**config.mk**
```make
export PLATFORM = sky130hd
export DESIGN_NAME = irq_controller
export DESIGN_NICKNAME = d
export VERILOG_FILES = /design/src/rtl/irq_controller.sv
export SDC_FILE = /design/constraint.sdc
export NUM_CORES = 1
export LEC_CHECK = 0
export ABC_AREA = 1
export BUFFER_PORTS_ARGS = -buffer_cell sky130_fd_sc_hd__buf_4
export CORE_UTILIZATION = 55
export CTS_CLUSTER_DIAMETER = 150
export CTS_CLUSTER_SIZE = 16
export DETAILED_ROUTE_END_ITERATION = 10
export GPL_TIMING_DRIVEN = 0
export PLACE_DENSITY = 0.77
export SYNTH_ARGS = -nofsm -noshare
export SYNTH_HDL_FRONTEND = slang
export SYNTH_SLANG_ARGS = --single-unit
```
**constraint.sdc**
```tcl
create_clock -name clk -period 2.3 [get_ports clk]
set_clock_uncertainty 0.05 [all_clocks]
set_input_delay 0 -clock clk [delete_from_list [all_inputs] [get_ports clk]]
set_output_delay 0 -clock clk [all_outputs]
set_load 0.05 [all_outputs]
```
**src/rtl/irq_controller.sv**
```systemverilog
`default_nettype none
// ============================================================================
//  Module      : irq_controller
//  Description : Edge-detecting interrupt source for the pipelined core.
//                External request lines plus an internal periodic timer are
//                latched as pending bits, masked, prioritised (lowest index
//                wins, timer lowest) and presented one at a time with a
//                request / ack / eoi handshake.
//  Revision    : 1.0  initial release
// ============================================================================
module irq_controller #(
    parameter int N_SRC   = 4,
    parameter int TIMER_W = 16
) (
    input  logic               clk,
    input  logic               rst,
    input  logic [N_SRC-1:0]   irq_src,
    input  logic               mask_we,
    input  logic [N_SRC:0]     mask_wdata,
    input  logic               timer_we,
    input  logic [TIMER_W-1:0] timer_wdata,
    input  logic               ack,
    input  logic               eoi,
    output logic               interrupt,
    output logic [2:0]         cause_id,
    output logic [N_SRC:0]     pending
);

    // Total number of pending bits: external lines plus the timer.
    localparam int NS = N_SRC + 1;

    typedef enum logic [1:0] {
        ST_IDLE    = 2'd0,
        ST_REQ     = 2'd1,
        ST_SERVICE = 2'd2
    } state_t;

    state_t             r_state;
    logic [N_SRC-1:0]   r_src_q;
    logic [NS-1:0]      r_pend;
    logic [NS-1:0]      r_mask;
    logic [TIMER_W-1:0] r_cmp;
    logic [TIMER_W-1:0] r_cnt;
    logic               r_interrupt;
    logic [2:0]         r_cause;

    logic [N_SRC-1:0]   w_ext_evt;
    logic               w_tmr_hit;
    logic [NS-1:0]      w_evt;
    logic [NS-1:0]      w_clr;
    logic [NS-1:0]      w_elig;
    logic               w_any;
    logic [2:0]         w_cand;
    logic               w_take_ack;

    // Rising-edge detection on the external lines; a held-high line yields
    // a single event.
    assign w_ext_evt = irq_src & ~r_src_q;

    // Timer fires when the running count reaches the non-zero compare value.
    // A compare write on the same edge restarts the period instead.
    assign w_tmr_hit = (r_cmp != '0) && (r_cnt == r_cmp) && !timer_we;

    assign w_evt = {w_tmr_hit, w_ext_evt};

    // The serviced source's pending bit is dropped only when the core acks
    // the request; a fresh event on the same edge re-sets it below.
    assign w_take_ack = (r_state == ST_REQ) && ack;
    assign w_clr      = w_take_ack ? (NS'(1) << r_cause) : '0;

    assign w_elig = r_pend & r_mask;
    assign w_any  = |w_elig;

    // Fixed-priority encoder: lowest eligible index wins.
    always_comb begin
        w_cand = 3'd0;
        for (int i = NS - 1; i >= 0; i--) begin
            if (w_elig[i]) begin
                w_cand = 3'(i);
            end
        end
    end

    // Previous-sample register for the external request lines.
    always_ff @(posedge clk or posedge rst) begin
        if (rst) begin
            r_src_q <= '0;
        end else begin
            r_src_q <= irq_src;
        end
    end

    // Periodic timer: counts 0..compare, so the period is compare+1 cycles.
    always_ff @(posedge clk or posedge rst) begin
        if (rst) begin
            r_cmp <= '0;
            r_cnt <= '0;
        end else if (timer_we) begin
            r_cmp <= timer_wdata;
            r_cnt <= '0;
        end else if (r_cmp == '0) begin
            r_cnt <= '0;
        end else if (r_cnt == r_cmp) begin
            r_cnt <= '0;
        end else begin
            r_cnt <= r_cnt + 1'b1;
        end
    end

    // Mask register; reset enables every source.
    always_ff @(posedge clk or posedge rst) begin
        if (rst) begin
            r_mask <= '1;
        end else if (mask_we) begin
            r_mask <= mask_wdata;
        end
    end

    // Pending bits latch regardless of mask; new events take precedence
    // over the ack clear so a coincident event is never lost.
    always_ff @(posedge clk or posedge rst) begin
        if (rst) begin
            r_pend <= '0;
        end else begin
            r_pend <= (r_pend & ~w_clr) | w_evt;
        end
    end

    // Request handshake FSM with registered interrupt and cause outputs.
    always_ff @(posedge clk or posedge rst) begin
        if (rst) begin
            r_state     <= ST_IDLE;
            r_interrupt <= 1'b0;
            r_cause     <= 3'd0;
        end else begin
            case (r_state)
                ST_IDLE: begin
                    if (w_any) begin
                        r_state     <= ST_REQ;
                        r_interrupt <= 1'b1;
                        r_cause     <= w_cand;
                    end
                end
                ST_REQ: begin
                    if (ack) begin
                        r_state     <= ST_SERVICE;
                        r_interrupt <= 1'b0;
                    end
                end
                ST_SERVICE: begin
                    if (eoi) begin
                        r_state <= ST_IDLE;
                    end
                end
                default: begin
                    r_state     <= ST_IDLE;
                    r_interrupt <= 1'b0;
                end
            endcase
        end
    end

    assign interrupt = r_interrupt;
    assign cause_id  = r_cause;
    assign pending   = r_pend;

endmodule
`default_nettype wire
```
# Word level (Yosys, flattened, before mapping)
# Cells that the tools add are included.
dict set report op_classes {
  eq_ne 6
  add_sub_neg 1
  reduce_logical 11
  bitwise_logic 7
  mux 16
  shifts 1
}
# op count
set ops {}
lappend ops {{two-way mux 16 bit} 3}
lappend ops {{adder 16 x 1 -> 16 bit (second input constant)} 1}
lappend ops {{equality test 16 bit} 1}
lappend ops {{logical NOT 16 bit} 1}
lappend ops {{nonzero test 16 bit} 1}
lappend ops {{two-way mux 3 bit} 5}
lappend ops {{bitwise AND 5 bit} 2}
lappend ops {{two-way mux 2 bit} 3}
lappend ops {{!= test 2 bit (second input constant)} 3}
lappend ops {{one-hot mux 2 bit (3 select lines)} 1}
lappend ops {{AND reduction 3 bit} 2}
lappend ops {{two-way mux 5 bit} 1}
lappend ops {{inverter 5 bit} 1}
lappend ops {{OR 5 bit} 1}
lappend ops {{OR reduction 5 bit} 1}
lappend ops {{left shift 1 x 3 -> 5 bit (first input constant)} 1}
lappend ops {{bitwise AND 4 bit} 1}
lappend ops {{inverter 4 bit} 1}
lappend ops {{logical AND 1 bit} 3}
lappend ops {{one-hot mux 1 bit (3 select lines)} 1}
lappend ops {{equality test 2 x 1 -> 1 bit (second input constant)} 1}
lappend ops {{equality test 2 bit (second input constant)} 1}
lappend ops {{logical NOT 2 bit} 1}
lappend ops {{two-way mux 1 bit} 2}
lappend ops {{3 further kinds} 3}
dict set report word_totals {
  register_bits 52
  input_bits 31
  word_cells 50
}

# Longest topological paths before layout
dict set report depth {
  ltp_word 6
  ltp_mapped 10
}

# Worst setup path after synthesis
# No wires, ideal clock.
dict set report synth_timing {
  path_kind {register to register}
  start {reg r_pend[2], in the netlist pending[2]}
  end {reg r_cause[0], in the netlist cause_id[0]}
  arrival_ps 1328
  synth_period_minus_slack_ps 1460
  required_ps 2167
  path_stages_with_launch 7
  path_slack_ps 840
  path_buffers 0
  path_cell_list {dfrtp_1 > nand2_1 > nand2_1 > nor2_1 > o21ai_0 > nand3_1 > o21ai_0}
}
dict set report synth_via {
  elab_chain_len 4
  word_cells_on_any_way 6
  cone_classes {3 x mux; 1 x bitwise; 2 x reduce/logical}
}
# item line
set synth_lines {}
lappend synth_lines {{start, declared} 40} ;# logic [NS-1:0] r_pend;
lappend synth_lines {{start signal, assigned} 125} ;# r_pend <= (r_pend & ~w_clr) | w_evt;
lappend synth_lines {{bitwise AND 5 bit *} 71} ;# assign w_elig = r_pend & r_mask;
lappend synth_lines {{two-way mux 3 bit (3 in a row)} 78} ;# if (w_elig[i]) begin
lappend synth_lines {{end signal, assigned} 141} ;# r_cause <= w_cand;
lappend synth_lines {{end, declared} 45} ;# logic [2:0] r_cause;
# Mark *: on every way between the ends. The rest lies on a longest branch, timed or not.
# A chain may end at the register's enable or synchronous reset.

# Worst setup path in the final report
dict set report layout_timing {
  start {reg r_mask[2]}
  end {reg r_cause[0], in the netlist cause_id[0]}
}
dict set report layout_via {
  elab_chain_len 4
  word_cells_on_any_way 6
  cone_classes {3 x mux; 1 x bitwise; 2 x reduce/logical}
}
# item line
set layout_lines {}
lappend layout_lines {{start, declared} 41} ;# logic [NS-1:0] r_mask;
lappend layout_lines {{start signal, assigned} 115} ;# r_mask <= mask_wdata;
lappend layout_lines {{bitwise AND 5 bit *} 71}
lappend layout_lines {{two-way mux 3 bit (3 in a row)} 78}
# Marks and branches as above.

==> flow_results.org <==
** Synthesis
- A synthesized cell averages between 7 and 8 um^2.
- The synthesized design contains 52 register bits.
- Unique masters post-synth :: 25
- After synthesis, the largest family of logic cells by area is simple AND/OR/NAND/NOR gates.
- Of the total synthesized cell area, the portion taken by full adders, half adders and majority gates is less than 1%.
- In the post-synthesis netlist, the biggest area contributors are sky130_fd_sc_hd__dfrtp_1 45%, sky130_fd_sc_hd__nand2_1 16%, sky130_fd_sc_hd__inv_1 7.5%.
- Post-Synth Simple-Gate Area :: between 20% and 30%
- The synthesized netlist devotes 7.87% of its cell area to compound gates.
- The mapped netlist covers ~0.0026 mm^2.
- Among all flip-flop cells after synthesis, the most frequent one is sky130_fd_sc_hd__dfrtp_1.
- The share of synthesized area in the top cell type comes to approximately 45%.
- Counting every net in the synthesized netlist gives between 300 and 400.
- Of the post-synthesis cell area, the part taken by muxes is between 2 and 2.5%.
- Summing the sequential cell areas from Yosys gives roughly half of the chip area.
- Summed over all instances, the cell type with the most area after synthesis is sky130_fd_sc_hd__dfrtp_1.
- Synthesis handed over a netlist of between 300 and 400 instances.
- Commonest cells in the synthesized netlist :: 110 x sky130_fd_sc_hd__nand2_1, 53 x sky130_fd_sc_hd__inv_1, 47 x sky130_fd_sc_hd__dfrtp_1, 32 x sky130_fd_sc_hd__o21ai_0, 27 x sky130_fd_sc_hd__nor2_1
- In this run, synthesis inferred 0 flip-flops with an integrated enable.
- By instance count, the leading cell after synthesis is sky130_fd_sc_hd__nand2_1.
- Yosys printed 0 warnings.
- Xor-xnor portion of the synthesized cell area :: 1.99%
- Synth async-reset ratio :: 100%

** Placement
- Placed instance count :: about 440
- Cell area reported after detailed placement :: roughly 0.003 mm^2
- The wire-length estimate of the detail-placed layout is just over 4000 um.
- Count of port buffers added during placement :: 38
- Final weighted congestion in routability-driven placement :: 0.832
- Before CTS, the worst setup slack after placement is between 0.7 and 0.8 ns.

** Critical path
- CP peak stage delay :: between 0.5 and 0.6 ns
- Critical path peak fanout :: 4
- The worst setup path is captured at a register.
- Worst setup path class :: register to register
- Worst-case reg-to-reg path depth :: 6
- Data arrival time of the worst path :: between 1.5 and 2 ns
- Cell at the slowest stage of the critical path :: sky130_fd_sc_hd__dfstp_2
- The kind of cell with the highest combined delay along the critical path is compound AO/OA/AOI/OAI gates.
- In this run the critical register-to-register path is captured at cause_id[0].
- Worst reg-to-reg setup slack :: slightly above 0.6 ns
- The worst setup path is launched from a register.
- The worst register-to-register path begins at r_mask[2].
- Worst Path Buf+Inv :: 0
- Traced cell by cell, the critical path runs through nand2_1, nand2_1, nor2_1, o21ai_0, nand3_1, o21ai_0.
- Required time at the worst-slack endpoint :: between 2 and 2.5 ns

** Die
- The initial utilization of the core area, before any placement, comes to about three fifths.
- Area of the core :: ~0.0045 mm^2
- Die Width :: about 70 um
- Pin placement for this block handled 40 I/O pins.
- The die covers 0.00508 mm^2.
- Floorplan row count :: 24
- The die is between 70 and 80 um tall.

** Detailed routing
- Before antenna repair, the detailed router went through 8 iterations.
- Antenna violation net count after detailed routing :: 0
- WL final :: 5850 um
- Remaining routing DRC violations :: 3
- Vias :: about 2.4k
- Drt initial violations :: approximately 150
- In the routed layout, each cell is associated on average with a via count of roughly 5.
- Routed length per placed instance :: between 10 and 15 um

** Power and ir drop
- Dividing total power by cell area gives a power density of approximately 700 mW/mm^2.
- Maximum vdd ir drop :: ~0.00040 V
- In this run the static leakage power is between 1.5 and 2 nW.

** Layout
- Antenna diodes :: 0
- Final instance area :: between 0.003 and 0.004 mm^2
- The post-route netlist has a little under a fifth of its cells at a drive strength greater than 1.
- Utilization after layout :: 77.3%
- The area growth from synthesis to layout is 31.0%.
- Final Non-Filler Cells :: between 400 and 500
- Multi-input gate area in the final layout :: about 0.0011 mm^2
- Total of fill cells in the finished design :: ~330
- Final net count :: approximately 460
- FF/Latch Area :: about 0.0013 mm^2

** STA
- Fmax :: about 590 MHz
- The final count of hold timing violations is 0.
- Final-report setup violation count :: 0
- Headroom to the max-slew limit came out at about two thirds.
- The final count of pins violating max slew was 0.
- Final period util :: between 70% and 80%
- RSZ-0062 raised after global routing :: no
- After layout, the worst setup slack is a little over 0.6 ns.
- Setup total negative slack on the finished layout was measured at 0 ns.
- The smallest clock period supported by the final layout is computed as about 1.7 ns.
- At the pin with the least slew margin, the transition time is about 0.51 ns.

** Clock tree
- TritonCTS built the clock tree.
- Maximum level of the CTS H-tree :: 2
- Insertion delay to the later sink of the worst-skew pair :: between 0.3 and 0.4 ns
- Clock-pin slew was measured on the worst setup and hold paths at 0.09 ns.
- Max clock buf depth :: 2
- Counting every sink on the clock net gives 52.
- Number of buffers inserted during clock tree synthesis :: 5
- Clock Root Buffer :: sky130_fd_sc_hd__clkbuf_8
- Buffers inserted by post-CTS timing repair :: 0
- Post-CTS repair changed the size of 0 cells.

** Min path
- The worst hold path terminates at r_cmp[11].
- The startpoint identified for the worst hold timing path is timer_we.
- Depth of the worst hold-timing path :: 2
- In this run the worst hold path is classified as input pin to register.

** Global routing
- After global routing the overflow that remains totals 0.
- Number of global-route vias before repair :: roughly 2.3k
- The first global-routing pass estimated between 10000 and 15000 um of wire.
- Initial antenna violation count :: 0
- Across every metal layer, demand over resource in global routing totals approximately a quarter.
- Entering global routing, the biggest net connects between 40 and 50 pins.

** Status
- Violated checks :: DRC
- Result of the run :: finished, violations left

** Run
- # Max-Cap Violations :: 0
[sequential cells by signal (all words and copies together) (netlist names)]
name       cells
r_cmp         16
r_cnt         16
pending        5
r_mask         5
r_src_q        4
cause_id       3
r_state        2
interrupt      1
[metal layers]
| metal | vias up | routed length (um) | global-route usage, % |
|---|---|---|---|
| li1 | 1223 | - | - |
| met1 | 1105 | 2700 | 35.3 |
| met2 | 48 | 2790 | 42.8 |
| met3 | 13 | 219 | 3.66 |
| met4 | 0 | 125 | 10.2 |
| met5 | - | 0 | 0 |
[cells by family after synthesis]
kind of cell               Yosys count
AOI/OAI and AO/OA                   40
xor gates and xnor gates             6
buffers and inverters               61
and+or+nand+nor                    179
muxes                                5
adders and majority gates            1
DFF                                 52
[worst max path at each step]
stage / startpoint / cells after the start / end
final: r_mask[2] / 6 / cause_id[0]
after global routing: r_mask[2] / 6 / cause_id[0]
after CTS: r_cnt[1] / 10 / r_cnt[6]
after detailed placement: r_cnt[1] / 10 / r_cnt[6]
after global placement: rst / 2 / r_cmp[2]
after floorplan: pending[2] / 6 / cause_id[0]
[through the flow]
step	hold slack (ns)	total power, mW
5_1_grt	0.0750	2.56
3_3_place_gp	0.0682	1.73
4_1_cts	0.0136	2.42
6_report	0.0167	2.42
2_1_floorplan	-0.0186	1.54
3_5_place_dp	-0.0782	1.75
[power by group]
group	total [mW]	leakage, nW	internal (mW)	switching, mW
Combinational	0.705	1.00	0.261	0.443
Clock	0.609	0.0552	0.323	0.286
Sequential	1.11	0.643	1.03	0.0820
[area by class of cell]
cell class	instances	area share, %
Multi-Input combinational cell	231	31.4
Tap cell	52	1.88
Sequential cell	52	37.8
Inverter	56	6.08
Buffer	5	1.01
Timing Repair Buffer	73	18.7
Clock inverter	2	1.01
Clock buffer	6	2.10
[cells in the final DEF (no fill, tap or decap)]
cell,Yosys,final
sky130_fd_sc_hd__o22ai_1,1,1
sky130_fd_sc_hd__nand2_4,1,1
sky130_fd_sc_hd__nor2_2,14,14
sky130_fd_sc_hd__clkinv_2,0,1
sky130_fd_sc_hd__inv_2,3,4
sky130_fd_sc_hd__nand2_1,110,110
sky130_fd_sc_hd__dfstp_2,5,5
sky130_fd_sc_hd__nor2_1,27,27
sky130_fd_sc_hd__dfrtp_1,47,47
sky130_fd_sc_hd__o41ai_1,1,1
sky130_fd_sc_hd__o21ai_0,32,32
sky130_fd_sc_hd__nand3_1,20,20
sky130_fd_sc_hd__bufinv_16,0,1
sky130_fd_sc_hd__nor3_2,1,1
sky130_fd_sc_hd__ha_1,1,1
sky130_fd_sc_hd__mux2_2,5,5
sky130_fd_sc_hd__a21oi_1,4,4
sky130_fd_sc_hd__clkbuf_1,4,5
sky130_fd_sc_hd__nand4_1,3,3
sky130_fd_sc_hd__xor2_1,5,5
sky130_fd_sc_hd__o21ai_1,1,1
sky130_fd_sc_hd__buf_12,1,2
sky130_fd_sc_hd__nand2_2,1,1
sky130_fd_sc_hd__nor3_1,2,2
sky130_fd_sc_hd__buf_4,0,38
sky130_fd_sc_hd__o31ai_1,1,1
sky130_fd_sc_hd__dlygate4sd3_1,0,34
sky130_fd_sc_hd__xnor2_1,1,1
sky130_fd_sc_hd__inv_1,53,52
sky130_fd_sc_hd__clkbuf_8,0,5
[timing repair]
action                                 CTS  global route
setup endpoints to repair                0             0
endpoints found under the hold margin   78             0
hold buffers                            34             0
Power figures use the tool's default switching activity.
